===== src/rtl/hazard_ctrl_unit.sv =====
// hazard_ctrl_unit
//   Hazard and pipeline-control unit for the 5-stage MIPS core. It detects
//   load-use hazards, taken branches/jumps and data-memory wait states. From
//   these it produces the PC / IF/ID / ID/EX enables and flushes, plus the
//   freeze for the back half of the pipe. Control outputs are combinational
//   from the registered state and the current inputs, so a hazard is answered
//   in the same cycle it is seen.
//
// Ports
//   clk, reset         rising-edge clock, asynchronous active-high reset
//   i_id_rs/i_id_rt    source register fields of the instruction in ID
//   i_id_uses_rt       ID instruction reads rt as a source
//   i_ex_mem_read      EX instruction is a load; i_ex_rt is its destination
//   i_ex_branch_taken  branch resolved taken in EX
//   i_id_jump          jump/jal/jr decoded in ID
//   i_mem_req          MEM stage has an active data-memory access
//   i_mem_ready        data memory completes the access this cycle
//   o_pc_write         PC load enable
//   o_if_id_write      IF/ID load enable
//   o_if_id_flush      IF/ID clear
//   o_id_ex_flush      ID/EX bubble insert (drives the ID/EX i_flush)
//   o_pipe_hold        freeze ID/EX, EX/MEM and MEM/WB
//   o_mem_timeout      sticky flag: memory wait lasted MEM_TIMEOUT cycles
//   o_stall_cycles     saturating count of cycles with o_pc_write low
//   o_flush_count      saturating count of taken-branch flushes
module hazard_ctrl_unit #(
  parameter int REG_W        = 5,
  parameter int LOAD_BUBBLES = 1,
  parameter int MEM_TIMEOUT  = 255,
  parameter int CNT_W        = 16
) (
  input  logic             clk,
  input  logic             reset,
  input  logic [REG_W-1:0] i_id_rs,
  input  logic [REG_W-1:0] i_id_rt,
  input  logic             i_id_uses_rt,
  input  logic             i_ex_mem_read,
  input  logic [REG_W-1:0] i_ex_rt,
  input  logic             i_ex_branch_taken,
  input  logic             i_id_jump,
  input  logic             i_mem_req,
  input  logic             i_mem_ready,
  output logic             o_pc_write,
  output logic             o_if_id_write,
  output logic             o_if_id_flush,
  output logic             o_id_ex_flush,
  output logic             o_pipe_hold,
  output logic             o_mem_timeout,
  output logic [CNT_W-1:0] o_stall_cycles,
  output logic [CNT_W-1:0] o_flush_count
);

  localparam int             TW       = $clog2(MEM_TIMEOUT + 1);
  localparam logic [TW-1:0]  TO_MAX   = TW'(MEM_TIMEOUT);
  localparam logic [2:0]     BUB_INIT = 3'(LOAD_BUBBLES - 1);

  typedef enum logic [1:0] {RUN, STALL, MEM_WAIT} state_t;

  function automatic logic [CNT_W-1:0] sat_inc_cnt(input logic [CNT_W-1:0] v);
    return (&v) ? v : v + CNT_W'(1);
  endfunction

  function automatic logic [TW-1:0] sat_inc_to(input logic [TW-1:0] v);
    return (v == TO_MAX) ? v : v + TW'(1);
  endfunction

  state_t          state_q, state_nxt, ret_q, ret_nxt, eff;
  logic [2:0]      bub_q, bub_nxt;
  logic [TW-1:0]   to_q, to_inc;
  logic            timeout_q, timeout_now;
  logic [CNT_W-1:0] stall_q, flush_q;

  logic memwait, loaduse, branch_hit;
  logic pc_write_c, if_id_write_c, if_id_flush_c, id_ex_flush_c, hold_c;

  assign memwait = i_mem_req & ~i_mem_ready;
  assign loaduse = i_ex_mem_read & (i_ex_rt != '0) &
                   ((i_ex_rt == i_id_rs) | (i_id_uses_rt & (i_ex_rt == i_id_rt)));

  assign to_inc      = sat_inc_to(to_q);
  assign timeout_now = memwait & (to_inc == TO_MAX);

  // Next-state and control decode. In MEM_WAIT, once memory is ready the
  // unit behaves as the state it interrupted (ret_q) for this same cycle.
  always_comb begin
    state_nxt     = state_q;
    ret_nxt       = ret_q;
    bub_nxt       = bub_q;
    branch_hit    = 1'b0;
    pc_write_c    = 1'b1;
    if_id_write_c = 1'b1;
    if_id_flush_c = 1'b0;
    id_ex_flush_c = 1'b0;
    hold_c        = 1'b0;
    eff           = (state_q == MEM_WAIT) ? ret_q : state_q;

    if (memwait) begin
      // Whole pipe frozen; bubble count is paused until memory answers.
      hold_c        = 1'b1;
      pc_write_c    = 1'b0;
      if_id_write_c = 1'b0;
      state_nxt     = MEM_WAIT;
      ret_nxt       = eff;
    end else if (i_ex_branch_taken) begin
      if_id_flush_c = 1'b1;
      id_ex_flush_c = 1'b1;
      branch_hit    = 1'b1;
      bub_nxt       = 3'd0;
      state_nxt     = RUN;
    end else if ((eff == RUN) && i_id_jump && !loaduse) begin
      // A coincident load-use wins over the jump: ID is held, so the
      // jump is seen again next cycle.
      if_id_flush_c = 1'b1;
      state_nxt     = RUN;
    end else if (((eff == RUN) && loaduse) || (eff == STALL)) begin
      pc_write_c    = 1'b0;
      if_id_write_c = 1'b0;
      id_ex_flush_c = 1'b1;
      if (eff == STALL) begin
        bub_nxt   = (bub_q == 3'd0) ? 3'd0 : bub_q - 3'd1;
        state_nxt = (bub_q <= 3'd1) ? RUN : STALL;
      end else if (LOAD_BUBBLES > 1) begin
        bub_nxt   = BUB_INIT;
        state_nxt = STALL;
      end else begin
        state_nxt = RUN;
      end
    end else begin
      state_nxt = RUN;
    end
  end

  // Reset forces a safe flushed/not-advancing pipe regardless of state.
  assign o_pc_write     = reset ? 1'b0 : pc_write_c;
  assign o_if_id_write  = reset ? 1'b0 : if_id_write_c;
  assign o_if_id_flush  = reset ? 1'b1 : if_id_flush_c;
  assign o_id_ex_flush  = reset ? 1'b1 : id_ex_flush_c;
  assign o_pipe_hold    = reset ? 1'b0 : hold_c;
  assign o_mem_timeout  = ~reset & (timeout_q | timeout_now);
  assign o_stall_cycles = stall_q;
  assign o_flush_count  = flush_q;

  // State, counters and statistics registers.
  always_ff @(posedge clk or posedge reset) begin
    if (reset) begin
      state_q   <= RUN;
      ret_q     <= RUN;
      bub_q     <= 3'd0;
      to_q      <= '0;
      timeout_q <= 1'b0;
      stall_q   <= '0;
      flush_q   <= '0;
    end else begin
      state_q   <= state_nxt;
      ret_q     <= ret_nxt;
      bub_q     <= bub_nxt;
      to_q      <= memwait ? to_inc : '0;
      timeout_q <= timeout_q | timeout_now;
      if (!pc_write_c) stall_q <= sat_inc_cnt(stall_q);
      if (branch_hit)  flush_q <= sat_inc_cnt(flush_q);
    end
  end

endmodule


===== config.mk =====
export PLATFORM = sky130hd
export DESIGN_NAME = hazard_ctrl_unit
export DESIGN_NICKNAME = d
export VERILOG_FILES = /design/src/rtl/hazard_ctrl_unit.sv
export SDC_FILE = /design/constraint.sdc
export NUM_CORES = 1
export LEC_CHECK = 0
export CAP_MARGIN = 10
export CORE_MARGIN = 1
export CORE_UTILIZATION = 45
export DETAILED_ROUTE_END_ITERATION = 6
export HOLD_SLACK_MARGIN = 0.02
export PLACE_DENSITY_LB_ADDON = 0.15
export SYNTH_ARGS = -nofsm -noshare
export SYNTH_HDL_FRONTEND = slang
export SYNTH_SLANG_ARGS = --single-unit

===== constraint.sdc =====
create_clock -name clk -period 2.08 [get_ports clk]
set_input_delay 0.416 -clock clk [delete_from_list [all_inputs] [get_ports clk]]
set_output_delay 0.416 -clock clk [all_outputs]
set_load 0.05 [all_outputs]

==> flow_metrics.py <==
metrics = {
    "timing": {
        "whs_ps": 482,
        "slew_headroom_pct": 62.6,
        "worst_pin_slew_ps": 559,
        "max_freq_mhz": 414,
        "fin_crit_sh_pct": 116,
        "timing.setup.tns_ps": -811,
        "fin_ws_ps": -336,
        "final-setup-viol-count": 5,
        "rsz0062_at_grt": "yes",
        "period_needed_ps": 2420,
        "clock_skew_ps": 16.2,
        "final_max_slew_viol_count": 0,
        "finalHoldViolCount": 0,
    },
    "floorplan": {
        "core-area_um2": 5510,
        "die_h_um": 77.4,
        "dieArea_um2": 5990,
        "io_pins": 61,
        "die_w_um": 77.4,
        "row_count": 27,
        "start_util_pct": 46.5,
    },
    "final_layout": {
        "syn2layout_area_growth_pct": 62.1,
        "stdcell_area_um2": 4150,
        "multi_input_area_um2": 1580,
        "insertedDiodeCount": 0,
        "fillers": 397,
        "final_nets": 410,
        "drive_gt1_share_pct": 38.2,
        "layout.cells.non_filler": 454,
        "ff_latch_area_um2": 1210,
    },
    "logic_synthesis": {
        "ys_ff_latch": 48,
        "yosysMostFrequentCell": "dfrtp_1",
        "postSynthAreaPerCell_um2": 10.1,
        "ys_types": 49,
        "yosys_most_used_dff": "dfrtp_1",
        "syn_area_um2": 2560,
        "synth_common_cells": "dfrtp_1 (48), nand2_1 (30), xor2_1 (25)",
        "yosysSeqAreaShare_pct": 46.9,
        "async_flop_share_pct": 100,
        "syn-num-nets": 282,
        "synth_top_area_share_pct": 46.9,
        "yosys_warnings": 0,
        "synth_top_area_cell": "dfrtp_1",
        "synthTopCellsByArea": "dfrtp_1 (47%), xor2_1 (8.6%), xnor2_1 (5.5%)",
        "synth_cells": 254,
        "synth-edff-count": 0,
    },
    "placement": {
        "placed_area_um2": 3800,
        "hpwl_um": 4500,
        "gp_congestion": 0.830,
        "numPortBuffers": 60,
        "pre_cts_ws_ps": -639,
        "place_inst": 439,
    },
    "routing": {
        "drt_pre_antenna_iters": 4,
        "route.detailed.drc": 0,
        "ant_nets": 0,
        "post_drt_wl_per_cell_um": 14.0,
        "drt_iter0_drc": 93,
        "drt-total-wl_um": 6340,
        "routed_via_density": 5.11,
        "num_vias": 2320,
    },
    "pwr": {
        "power_frac_seq_pct": 37.9,
        "ir_drop_mv": 1.11,
        "p_int_w": 0.00191,
        "clockPowerShare_pct": 17.9,
        "power.switching_w": 0.00134,
        "power.density_nw_per_um2": 784,
        "p_leak_nw": 1.87,
        "swShare_pct": 41.2,
        "pwr-share-comb_pct": 44.2,
    },
    "clock_tree": {
        "htreeDepth": 2,
        "clk_path_buf_depth": 2,
        "cts_buffers": 5,
        "root_buffer": "clkbuf_8",
        "clock-sinks": 48,
        "cts_hold_buf": 0,
        "cts_tree": "built",
        "worstSkewPairLatency_ps": 310,
        "clkSlewWorstSetupHoldPaths_ps": 90,
    },
    "global_routing": {
        "antenna_found_initial": 0,
        "globalRouteTotalUtil_pct": 22.6,
        "grt_max_degree": 31,
        "use_met2_pct": 38.9,
        "grt-busiest-layer": "met2",
        "use_met3_pct": 3.29,
        "grt_use_met1_pct": 28.5,
        "grt_first_pass_wirelength_um": 10800,
        "grt_pass1_vias": 2393,
        "grt_overflow_total": 0,
    },
    "critical_path": {
        "start_kind": "flop",
        "rr_startpoint": "o_stall_cycles[1]",
        "path_class": "flop to output pin",
        "arrival_ps": 2000,
        "path_max_fanout": 3,
        "reg2reg_depth": 8,
        "cp.required_ps": 1660,
        "endpoint_kind": "output pin",
        "worst-r2r-setup-slack_ps": 120,
        "rr_endpoint": "o_stall_cycles[5]",
    },
    "status": {
        "violations": "negative setup slack",
        "status": "finished with violations",
    },
    "run": {
        "maxCapViolations": 0,
    },
    "hold_path": {
        "min_from": "o_stall_cycles[10]",
        "whs_path_depth": 1,
        "worstHoldEndpoint": "o_stall_cycles[10]",
        "hold_path.class": "flop to flop",
    },
}
## sequential cells by signal, summed over array words and instances, names as in the netlist
register,cells
o_flush_count,16
o_stall_cycles,16
to_q,8
bub_q,3
ret_q,2
state_q,2
timeout_q,1
## cell type report
cell class,count,area share [%]
Sequential cell,48,29.3
Tap cell,72,2.17
Inverter,7,0.724
Multi-Input combinational cell,195,38.1
Clock buffer,6,1.99
Clock inverter,1,0.211
Timing Repair Buffer,125,27.5
## cell usage in the layout, fill, tap and decap left out, types with 3 or more instances in the layout
master and instances:
nor2_1 21, xnor2_1 14, dfrtp_1 38, buf_6 8, nor3_4 3, clkbuf_8 6, a21oi_1 5, inv_1 6
buf_12 5, nor3_1 5, nand4_1 7, nor3_2 4, ha_1 3, o21ai_4 3, clkdlybuf4s50_1 37, dfrtp_2 10
nand3_1 15, dlygate4sd2_1 7, o21ai_0 4, xor2_1 23, nand2_1 29, buf_4 61, nor4_2 5, buf_2 3
## power groups by stage
stage | logic (W) | clock network (W) | registers, W
global placement | 0.00137 | 0 | 0.00123
finish | 0.00144 | 0.000583 | 0.00123
CTS | 0.00143 | 0.000598 | 0.00123
global route | 0.00153 | 0.000624 | 0.00126
detailed placement | 0.00138 | 0 | 0.00124
floorplan | 0.000319 | 0 | 0.00172
## worst max path at each step
stage | depth (start not counted) | start | slack (ps) | to
3_5_place_dp | 8 | i_ex_rt[4] | -640 | o_if_id_flush
4_1_cts | 8 | to_q[5] | -310 | o_mem_timeout
6_report | 8 | to_q[1] | -340 | o_mem_timeout
5_1_grt | 8 | to_q[0] | -400 | o_mem_timeout
3_3_place_gp | 7 | i_ex_rt[2] | -590 | o_if_id_flush
2_1_floorplan | 7 | to_q[0] | -200 | o_mem_timeout
## metal layers
metal | part of all wire, % | vias up
met5 | 0 | -
li1 | - | 1138
met3 | 3.5 | 9
met4 | 1.7 | 0
met2 | 49 | 57
met1 | 46 | 1116
## critical path: stages (launching register included)
cell and delay (ps):
dfrtp_1 420, ha_4 180, buf_4 130, nand4_1 150, nand2_1 100, o22ai_2 180, nand3_2 140, o31ai_4 200
buf_6 190
## timing repair
item / CTS / global route
setup endpoints to repair: 17 / 21
cloned: 1 / 0
resized for setup: 77 / 14
pin swaps: 27 / 19
buffers inserted: 6 / 5
## cell families after synthesis
| group | count (synthesis) | share of synthesized area (%) |
|---|---|---|
| AOI/OAI and AO/OA | 32 | 8.95 |
| xor gates and xnor gates | 41 | 14.0 |
| adders and majority gates | 5 | 2.44 |
| buffers and inverters | 12 | 2.25 |
| DFF | 48 | 46.9 |
| muxes | 6 | 2.54 |
| and+or+nand+nor | 110 | 22.9 |
## through the flow
stage	power, W	utilization (%)
finish	0.00325	75.3
global route	0.00341	75.3
CTS	0.00326	74.1
detailed placement	0.00262	69.0
global placement	0.00260	69.0
floorplan	0.00204	-
Note: power is estimated with default switching activity, not from simulation.
==> RTL change, RTL diff (config.mk and constraints unchanged) <==
Set the parameter `CNT_W` to 14 (it was 16).
--- a/src/rtl/hazard_ctrl_unit.sv
+++ b/src/rtl/hazard_ctrl_unit.sv
@@ -27,7 +27,7 @@
   parameter int REG_W        = 5,
   parameter int LOAD_BUBBLES = 1,
   parameter int MEM_TIMEOUT  = 255,
-  parameter int CNT_W        = 16
+  parameter int CNT_W        = 14
 ) (
   input  logic             clk,
   input  logic             reset,
Ports: changed (resized o_flush_count and o_stall_cycles); port bits go from 61 to 57. The function was not compared with the original's and may differ.
==> RTL change against the original RTL <==
  * The flow still finishes with violations (setup timing)
  * Synthesized area fell by 8.9%
  * Die area fell by 8.7%
  * Worst setup slack improved by 9.9 ps
  * Routed wire length fell by 14%
  * Critical path depth fell by 1
  * Final area fell by 12%
  * Highest routed layer unchanged
  * Final cell count fell by 13%
  * Global-route usage fell by 1.8 points
  * Via count fell by 12%
  * Sequential cell count fell by 4
  * Power fell by 13%
  * Sequential power fell by 7%
==> RTL change: results (changes against the original RTL) <==
----------------------------------------------------
[Setup path]
  Number of cells on the worst reg-to-reg path ... 14 (+6)
  WP data arrival ... 1990 ps
  Worst-case register-to-register setup slack ... -210 ps (-330 ps)
  Crit Reg-Reg Startpoint ... to_q[0]$_DFF_PP0_
  Destination of the worst register-to-register timing path ... timeout_q$_DFF_PP0_
  Setup crit start ... to_q[5]$_DFF_PP0_
  Max FO, Critical Path ... 5 (+2)

[Clock network]
  Clock-pin slew on the worst setup and hold paths ... 90 ps (about the same)
  Post-CTS Setup Bufs ... 9 (+3)
  Number of cells upsized or downsized after cts ... 62 (-19%)

[Logic synthesis]
  Yosys warning count ... 0 (unchanged)
  Most used standard cells in the synthesized netlist ... 44 x sky130_fd_sc_hd__dfrtp_1, 27 x sky130_fd_sc_hd__xor2_1, 18 x sky130_fd_sc_hd__nand2_1
  Sequential fraction of the synthesis area ... 47.2% (+0.31 points)
  Number of library cell types mapped by synthesis ... 43 (-12%)
  Post-Synthesis Net Count ... 252 (-11%)
  Cell types occupying the most area after synthesis ... sky130_fd_sc_hd__dfrtp_1 47%, sky130_fd_sc_hd__xor2_1 10%, sky130_fd_sc_hd__xnor2_1 4.1%
  Cell count after synthesis ... 224 (-12%)

[Place]
  Placement Cell Area ... 3320 sq um (-13%)
  Worst slack at placement ... -575 ps (+64.0 ps)
  I/O Buffers ... 56 (-6.7%)
  Gp weighted congestion ... 0.811 (-2.2%)

[Cells and area]
  Proportion of layout cells with a drive suffix above 1 ... 32.2% (-6.0 points)
  Net count of the finished layout ... 356 (-13%)
  Total of fill cells in the finished design ... 313 (-21%)
  Count of placed standard cells in the final layout, fillers left out ... 396 (-13%)

[Timing]
  Worst slew margin relative to its limit ... 65.8% (+3.1 points)
  Finish-stage setup viols ... 6 (+1)
  Setup slack of the critical path after layout ... -326 ps (+9.93 ps)
  Largest clock skew in the final design ... 13.1 ps (-3.11 ps)
  Total negative setup slack ... -1050 ps (-236 ps)

[Min path]
  Hold Crit Class ... reg -> reg
  Start point of the worst hold path ... timeout_q$_DFF_PP0_
  Worst min-delay path endpoint ... timeout_q$_DFF_PP0_

[Power]
  Cell-internal power ... 1.70 mW (-11%)
  Highest ir drop seen on vdd ... 0.878 mV (-21%)
  Static leakage power ... 1.65 nW (-12%)

[Route]
  Average routed wire per standard cell ... 13.7 microns (-1.6%)

[Global route]
  Global-route wire length before repair ... 8.74 mm (-19%)
  Maximum number of pins on one net before global-route repair ... 28 (-9.7%)
  Gr usage total ... 20.8% (-1.8 points)

[Outcome]
  Outcome ... complete, but fails checks
  Violated checks ... setup timing

----------------------------------------------------
## RTL change: final cells by class
class / count / area [sq um] / share of cell area [%]
Multi-Input combinational cell: 170 / 1350 / 37.2
Tap cell: 67 / 83.8 / 2.31
Timing Repair Buffer: 102 / 982 / 27.0
Inverter: 5 / 22.5 / 0.619
Sequential cell: 44 / 1100 / 30.4
Clock buffer: 8 / 90.1 / 2.48
## RTL change: power groups by stage
stage	Combinational [mW]	Clock (mW)	Sequential (mW)
6_report	1.14	0.552	1.15
5_1_grt	1.20	0.597	1.17
4_1_cts	1.13	0.569	1.15
3_5_place_dp	1.12	0	1.16
3_3_place_gp	1.11	0	1.16
2_1_floorplan	0.282	0	1.56
## RTL change: worst max-delay path, cell delays in order, from the launching register on
cell	delay [ps]
sky130_fd_sc_hd__dfrtp_1	360
sky130_fd_sc_hd__and3_2	240
sky130_fd_sc_hd__a31oi_1	140
sky130_fd_sc_hd__nor4_2	340
sky130_fd_sc_hd__nand2_1	120
sky130_fd_sc_hd__nor2_2	150
sky130_fd_sc_hd__a31o_2	190
sky130_fd_sc_hd__buf_8	140
## RTL change: routing by layer
metal	GRT usage, %	wire (microns)	up-vias
li1	-	-	1001
met1	26.5	2460	973
met2	34.8	2640	52
met3	5.56	298	6
met4	5.77	46	0
met5	0	0	-
## RTL change: cell families (layout without fill, tap and decap cells)
family | Yosys count | in the layout | share of synthesized area (%)
adder cells (fa/ha/maj) | 5 | 5 | 2.68
XOR/XNOR | 38 | 38 | 14.3
multiplexers | 4 | 4 | 1.88
AND/OR/NAND/NOR | 91 | 91 | 22.5
buffers and inverters | 10 | 115 | 2.15
flip-flops | 44 | 44 | 47.2
AO/OA/AOI/OAI | 32 | 32 | 9.23
